==> config.mk <==
export PLATFORM = sky130hd
export DESIGN_NAME = hazard_stall_ctrl
export DESIGN_NICKNAME = d
export VERILOG_FILES = /design/src/rtl/hazard_pkg.sv /design/src/rtl/src_match.sv /design/src/rtl/hazard_stall_ctrl.sv
export SDC_FILE = /design/constraint.sdc
export NUM_CORES = 1
export LEC_CHECK = 0
export BUFFER_PORTS_ARGS = -buffer_cell sky130_fd_sc_hd__buf_2
export CORE_AREA = 2 2 58 46
export CTS_CLUSTER_DIAMETER = 150
export CTS_CLUSTER_SIZE = 14
export DETAILED_ROUTE_END_ITERATION = 10
export DIE_AREA = 0 0 60 48
export PLACE_DENSITY_LB_ADDON = 0.2
export SYNTH_ARGS = -nofsm -noshare
export SYNTH_HDL_FRONTEND = slang
export SYNTH_SLANG_ARGS = --single-unit
==> constraint.sdc <==
create_clock -name clk -period 2.15 [get_ports clk]
set_input_delay 0.1075 -clock clk [delete_from_list [all_inputs] [get_ports clk]]
set_output_delay 0.1075 -clock clk [all_outputs]
set_load 0.005 [all_outputs]
==> src/rtl/hazard_pkg.sv <==
// Shared types and helpers for the hazard/stall controller.
// Register addresses up to MAX_REG_W bits and up to MAX_SRC source operands are supported.
package hazard_pkg;

    localparam int unsigned MAX_SRC   = 4;
    localparam int unsigned MAX_REG_W = 8;

    typedef logic [MAX_SRC*MAX_REG_W-1:0] src_bus_t;
    typedef logic [MAX_REG_W-1:0]         reg_addr_t;

    typedef enum logic [0:0] {
        RUN        = 1'b0,
        LOAD_STALL = 1'b1
    } state_t;

    localparam reg_addr_t REG_ZERO = '0;

    // Operand idx of a bus whose fields are w bits wide, zero-extended to MAX_REG_W.
    function automatic reg_addr_t get_src(input src_bus_t bus, input int unsigned idx,
                                          input int unsigned w);
        reg_addr_t mask;
        mask = '1;
        mask = mask >> (MAX_REG_W - w);
        return reg_addr_t'(bus >> (idx * w)) & mask;
    endfunction

endpackage

==> src/rtl/src_match.sv <==
// Load-use comparator: flags when any valid ID source operand reads the EX-stage load target.
module src_match
    import hazard_pkg::*;
#(
    parameter int unsigned REG_ADDR_W = 5,
    parameter int unsigned NUM_SRC    = 2
) (
    input  logic                          i_mem_read,
    input  logic [REG_ADDR_W-1:0]         i_rt,
    input  logic [NUM_SRC*REG_ADDR_W-1:0] i_src_regs,
    input  logic [NUM_SRC-1:0]            i_src_valid,
    output logic                          o_hit
);

    src_bus_t  w_bus;
    reg_addr_t w_rt;
    logic      w_any;

    always_comb begin
        w_bus = '0;
        w_bus[NUM_SRC*REG_ADDR_W-1:0] = i_src_regs;
        w_rt = '0;
        w_rt[REG_ADDR_W-1:0] = i_rt;
    end

    always_comb begin
        w_any = 1'b0;
        for (int unsigned i = 0; i < NUM_SRC; i++) begin
            if (i_src_valid[i] && (get_src(w_bus, i, REG_ADDR_W) == w_rt))
                w_any = 1'b1;
        end
    end

    // Register zero is hardwired, so a load targeting it never creates a dependency.
    assign o_hit = i_mem_read && (w_rt != REG_ZERO) && w_any;

endmodule

==> src/rtl/hazard_stall_ctrl.sv <==
// Pipeline hazard/stall controller: load-use stalls, memory-wait freeze,
// taken-branch flush and a saturating stall-cycle counter.
module hazard_stall_ctrl
    import hazard_pkg::*;
#(
    parameter int unsigned REG_ADDR_W = 5,
    parameter int unsigned NUM_SRC    = 2,
    parameter int unsigned LOAD_LAT   = 1,
    parameter int unsigned CNT_W      = 16
) (
    input  logic                          clk,
    input  logic                          rst,
    input  logic                          id_ex_mem_read,
    input  logic [REG_ADDR_W-1:0]         id_ex_rt,
    input  logic [NUM_SRC*REG_ADDR_W-1:0] id_src_regs,
    input  logic [NUM_SRC-1:0]            id_src_valid,
    input  logic                          branch_taken,
    input  logic                          mem_req,
    input  logic                          mem_ready,
    output logic                          pc_write,
    output logic                          if_id_write,
    output logic                          id_ex_bubble,
    output logic                          if_id_flush,
    output logic                          pipe_freeze,
    output logic [CNT_W-1:0]              stall_cycles
);

    localparam int unsigned CNT_BITS = (LOAD_LAT < 1) ? 1 : $clog2(LOAD_LAT + 1);

    state_t              r_state;
    state_t              w_next_state;
    logic [CNT_BITS-1:0] r_cnt;
    logic [CNT_BITS-1:0] w_next_cnt;
    logic [CNT_W-1:0]    r_stall;
    logic                w_hit;
    logic                w_mem_busy;

    src_match #(
        .REG_ADDR_W (REG_ADDR_W),
        .NUM_SRC    (NUM_SRC)
    ) u_src_match (
        .i_mem_read  (id_ex_mem_read),
        .i_rt        (id_ex_rt),
        .i_src_regs  (id_src_regs),
        .i_src_valid (id_src_valid),
        .o_hit       (w_hit)
    );

    assign w_mem_busy = mem_req && !mem_ready;

    // Memory wait overrides everything and holds state; reset forces quiet outputs.
    always_comb begin
        pc_write     = 1'b1;
        if_id_write  = 1'b1;
        id_ex_bubble = 1'b0;
        if_id_flush  = 1'b0;
        pipe_freeze  = 1'b0;
        w_next_state = r_state;
        w_next_cnt   = r_cnt;
        if (rst) begin
            pc_write     = 1'b0;
            if_id_write  = 1'b0;
            id_ex_bubble = 1'b1;
        end else if (w_mem_busy) begin
            pc_write    = 1'b0;
            if_id_write = 1'b0;
            pipe_freeze = 1'b1;
        end else begin
            case (r_state)
                RUN: begin
                    if (branch_taken) begin
                        if_id_flush  = 1'b1;
                        id_ex_bubble = 1'b1;
                    end else if (w_hit && (LOAD_LAT > 0)) begin
                        pc_write     = 1'b0;
                        if_id_write  = 1'b0;
                        id_ex_bubble = 1'b1;
                        if (LOAD_LAT > 1) begin
                            w_next_state = LOAD_STALL;
                            w_next_cnt   = CNT_BITS'(LOAD_LAT - 1);
                        end
                    end
                end
                LOAD_STALL: begin
                    pc_write     = 1'b0;
                    if_id_write  = 1'b0;
                    id_ex_bubble = 1'b1;
                    w_next_cnt   = r_cnt - CNT_BITS'(1);
                    if (r_cnt == CNT_BITS'(1))
                        w_next_state = RUN;
                end
                default: w_next_state = RUN;
            endcase
        end
    end

    always_ff @(posedge clk or posedge rst) begin
        if (rst) begin
            r_state <= RUN;
            r_cnt   <= '0;
            r_stall <= '0;
        end else begin
            r_state <= w_next_state;
            r_cnt   <= w_next_cnt;
            if (!pc_write && (r_stall != '1))
                r_stall <= r_stall + CNT_W'(1);
        end
    end

    assign stall_cycles = r_stall;

endmodule

; After elaboration in Yosys (flattened, before gate mapping)
; Index checks and enable logic that the tools add are counted.
; Widths: inputs -> output; s select.
[word_totals]
ram_bits = 0
mem_count = 0
output_inout_bits = 21
register_bits = 18
rom_bits = 0
input_bits = 23
elab_cells = 42
latch_bits = 0
[classes]
reduce_logical = 11
n_shift = 0
order_cmp = 0
eq_ne = 3
n_div = 0
add_sub_neg = 2
n_mul = 0
bitwise = 3
mux = 20
[op_table]
columns = cell, count
row1 = $mux 1, 18
row2 = $add 16x1->16 const B, 1
row3 = $ne 16x16->1 const B, 1
row4 = $eq 5x5->1, 2
row5 = $reduce_bool 8->1, 1
row6 = $logic_and 1x1->1, 6
row7 = $pmux 1 s2, 2
row8 = $not 1->1, 3
row9 = $reduce_and 3->1, 1
row10 = $logic_not 1->1, 2
row11 = $reduce_and 2->1, 1
row12 = $sub 1x1->1 const B, 1

; Depth between registers and ports, before layout
[logic_depth]
ltp_word = 12
ltp_mapped = 7
depth_no_buf = 6

; Cells and area by module
; A second synthesis with hierarchy kept.
[hier_totals]
cells_unflattened = 100
area_unflattened_um2 = 1043.5
[by_module_without_submodules]
columns = mod, instances, seq_area_each_um2, cells_each, area_per_inst_um2
row1 = hazard_stall_ctrl, 1, 450.4, 83, 909.6
row2 = src_match, 1, 0.0, 17, 133.9

; Least setup slack after synthesis
; Ideal clock, no wire load.
[synth_path]
kind = register to register
from = register r_stall[4], in the netlist stall_cycles[4]
to = register r_stall[11], in the netlist stall_cycles[11]
t_arrival_ps = 1800
n_path_buf = 1
setup_ps = 138
synth_period_minus_slack_ps = 1938
t_required_ps = 2012
path_stages_with_launch = 8
slack_ps = 212
path_cell_list = dfrtp_1 -> and4_1 -> and3_1 -> nand3_1 -> nor3_1 -> clkbuf_1 -> nor4_1 -> xor2_1
[synth_via]
elab_chain_len = 2
elab_cells_between_ends = 3
classes_between = add/sub (1) / eq/ne (1) / reduce/logical (1)
[synth_rtl]
columns = element, line
row1 = start: declaration, hazard_stall_ctrl.sv:34  ; logic [CNT_W-1:0] r_stall;
row2 = start signal: assignment, hazard_stall_ctrl.sv:106  ; r_stall <= r_stall + CNT_W'(1);
row3 = "parallel branches: the longest is 2 deep, another holds $add 16x1->16", -
; Several ways; the timed one is not identified.
; A chain may end at the register's enable or synchronous reset.

; Worst setup path after layout
[layout_path]
from = register r_stall[4], in the netlist stall_cycles[4]
to = register r_stall[5], in the netlist stall_cycles[5]
; The elaborated chain is that of the path after synthesis.

==> key figures <==
Placement
  – DP HPWL: 1.74 mm
  – Dpl cell area: 1290 sq um
  – GP Congestion: 0.747
  – Setup WS pre-CTS: about 0.15 ns
  – Port Buffers: between 40 and 50
  – Post-Place Cells: roughly 180

Final layout
  – Share of cells above drive strength 1: between 30% and 40%
  – Fillcell total: roughly 200
  – Multi-input gate area: between 500 and 600 sq um
  – Layout overhead on the synthesized area: 28.2%
  – Sequential Area: roughly 450 sq um
  – Antenna diodes: 0
  – Final std cells w/o fill: 180
  – # nets final: 172
  – Post-route cell area: about 1300 sq um

STA
  – Least-Margin Pin Slew: 0.352 ns
  – Worst setup margin: 0.244 ns
  – Relative slew slack: about 76%
  – RSZ-0062 raised after global routing: no
  – Setup violators final: 0
  – Ratio of final minimum period to clock period: ~89%
  – Final hold vios: 0
  – Total Neg Setup Slack: 0 ns
  – Min cycle time layout: approximately 1.9 ns
  – Clock skew: roughly 0.010 ns
  – F_max: 525 MHz
  – Slew Viols, Final: 0
  – Hold_ws: about 0.34 ns

Logic synthesis
  – Mapped Cells: just under 100
  – Register area share after synthesis: a little over two fifths
  – Most common cell in the netlist: xor2_1
  – Post-synth ARST share: 100%
  – Post-synth cell types: 30
  – Synthesized area: about 1000 sq um
  – Post-synth EDFFs: 0
  – Post-synth top area share: between 40% and 50%
  – Post-synth top flop: dfrtp_1
  – Synth warn: 0
  – Post-Syn Nets: 123
  – Avg Cell Area, Syn: just over 10 sq um
  – #FFs+latches synth: 18
  – Yosys top cell by area: dfrtp_1
  – Synth area leaders: dfrtp_1 44%, xor2_1 19%, nor4_1 4.9%
  – Commonest cells post-synth: 22 x xor2_1, 18 x dfrtp_1, 8 x nor4_1

Floorplan
  – Die area: between 2000 and 3000 sq um
  – Initial Util: ~45%
  – Die Y: ~48 um
  – Row cnt: 15
  – Core region area: between 2000 and 2500 sq um
  – Number of I/O pins: 44
  – Die width: roughly 60 um

Setup path
  – Critical Path Fanout Max: 8
  – Element type at the critical path start: flip-flop
  – CP Capture Type: flip-flop
  – Critical Path RT: 2.37 ns
  – Slowest cell delay on critical path: 0.45 ns
  – CP Cell Sequence: and4_1, and3_1, nand3_1, nor3_1, buf_4, nor4b_1, xor2_1
  – Crit path arrival time: 2.12 ns
  – CP max-delay cell: dfrtp_1
  – Critical Setup Path Class: reg2reg

Power and ir drop
  – VDD IR max: around 540 uV
  – Clock network fraction of design power: around 15%
  – Leak pwr: 0.623 nW
  – Cell Int Power: 0.681 mW
  – Switching portion of total power: 35.3%
  – Sequential Power Share: roughly 53%
  – Cell area power density: about 800 nW/um^2
  – Switching Power: ~0.37 mW
  – Combinational power share: between 30% and 40%

Global routing
  – First-pass GRT wire length: 3.35 mm
  – Antenna violations before repair: 0
  – Grt total ovfl: 0
  – Vias in the first global route: between 700 and 800
  – Pin count of the biggest net entering global routing: 20
  – Total GRT Usage: between 10% and 20%

Clock network
  – Clock latency on the worst-skew pair: just under 0.3 ns
  – Clock slew at reported path FFs: roughly 0.10 ns
  – Clk root buf: clkbuf_4
  – Maximum root-to-sink buffer count: 2
  – Clock Sinks: 18
  – Total CTS buffers: 3
  – CTS H-Tree Depth: 1
  – CTS tree: yes

Route
  – Vias: 914
  – First-pass iteration count of the detailed router: 4
  – Drt via density: 5.08
  – # DRC: 0
  – Post-route ant nets: 0
  – Iter 0 DRT Violations: 18
  – DRT Wirelength: between 2 and 2.5 mm
  – Avg WL per Cell: 12.1 um

Min path
  – Hold Path Class: in2reg

Flow run
  – Max Cap Viol: 0

Run status
  – Status: complete, no violations
==> power groups by stage <==
| stage | Sequential (mW) | Combinational [mW] | Clock [mW] |
|---|---|---|---|
| global route | 0.570 | 0.375 | 0.183 |
| global placement | 0.553 | 0.333 | 0 |
| finish | 0.555 | 0.337 | 0.160 |
| CTS | 0.555 | 0.344 | 0.169 |
| floorplan | 0.550 | 0.178 | 0 |
| detailed placement | 0.559 | 0.340 | 0 |
==> placed cells by master (no fill, tap or decap), drive strengths merged <==
cell         count
a21boi           1
nor3b            1
a32oi            1
nand3            5
o21ai            1
dfrtp           18
nor2             3
and2             3
and3             2
nor4b            3
o31a             1
nand2b           1
nor4             9
nor2b            1
nand2            7
buf             46
dlygate4sd3      1
ha               1
nor3             4
clkbuf           3
xor2            22
xnor2            3
inv              1
or4              1
mux2             2
nand4            3
and4             1
o31ai            1
==> through the flow <==
stage | power (mW) | util [%]
after floorplan | 0.728 | -
after global placement | 0.886 | 56.6
after detailed placement | 0.899 | 56.6
after CTS | 1.07 | 58.1
after global routing | 1.13 | 58.1
final | 1.05 | 58.1
==> kinds of logic (layout without fill, tap and decap cells) <==
| family | Yosys count | count (layout) | synth area share [%] |
|---|---|---|---|
| compound gates | 5 | 5 | 3.77 |
| xor+xnor | 25 | 25 | 21.3 |
| fa+ha+maj | 1 | 1 | 1.22 |
| buf+inv | 4 | 51 | 2.55 |
| flops | 18 | 18 | 43.8 |
| mux | 2 | 2 | 2.19 |
| simple gates | 44 | 44 | 25.2 |
==> worst paths after layout <==
| path | slack (ns) | depth (start not counted) | startpoint | to |
|---|---|---|---|---|
| setup / recovery | 0.24 | 7 | stall_cycles[4] | stall_cycles[5] |
| hold / removal | 0.34 | 4 | mem_req | r_state |
| setup reg to reg | 0.24 | 7 | stall_cycles[4] | stall_cycles[5] |
| hold reg to reg | 0.47 | 1 | r_cnt | r_cnt |
| max in group asynchronous | 1.53 | 4 | rst | stall_cycles[9] |
| min in group asynchronous | 0.41 | 4 | rst | stall_cycles[6] |
==> layer usage <==
layer	routed length (um)	share of wire, %	vias to the layer above	track usage [%]
met5	0	0	-	0
met4	14	0.64	0	4.00
met3	154	7.1	4	4.86
met2	1060	49	34	28.3
met1	951	44	421	19.5
li1	-	-	455	-
==> state kept, by name (all words and copies together), names as in the netlist <==
| name | flops |
|---|---|
| r_cnt | 1 |
| stall_cycles | 16 |
| r_state | 1 |
==> cell type report <==
class                   instances  area share (%)
flip-flops and latches         18            34.2
clock buffers                   3            1.71
inverters                       1           0.285
multi-input cells              77            41.8
repair buffers                 47            18.8
well taps                      34            3.23
==> worst max-delay path: cells and delay by family (launching register included) <==
kind | cells | cell delay [ns]
simple gates | 5 | 1.01
flops | 1 | 0.45
xor+xnor | 1 | 0.19
buf+inv | 1 | 0.17
==> timing repair <==
action                    in CTS  in global routing
gates resized for setup        0                  0
hold buffers                   1                  0
setup buffers                  0                  0
hold endpoints to repair      18                  0
Note: power is estimated with default switching activity, not from simulation.
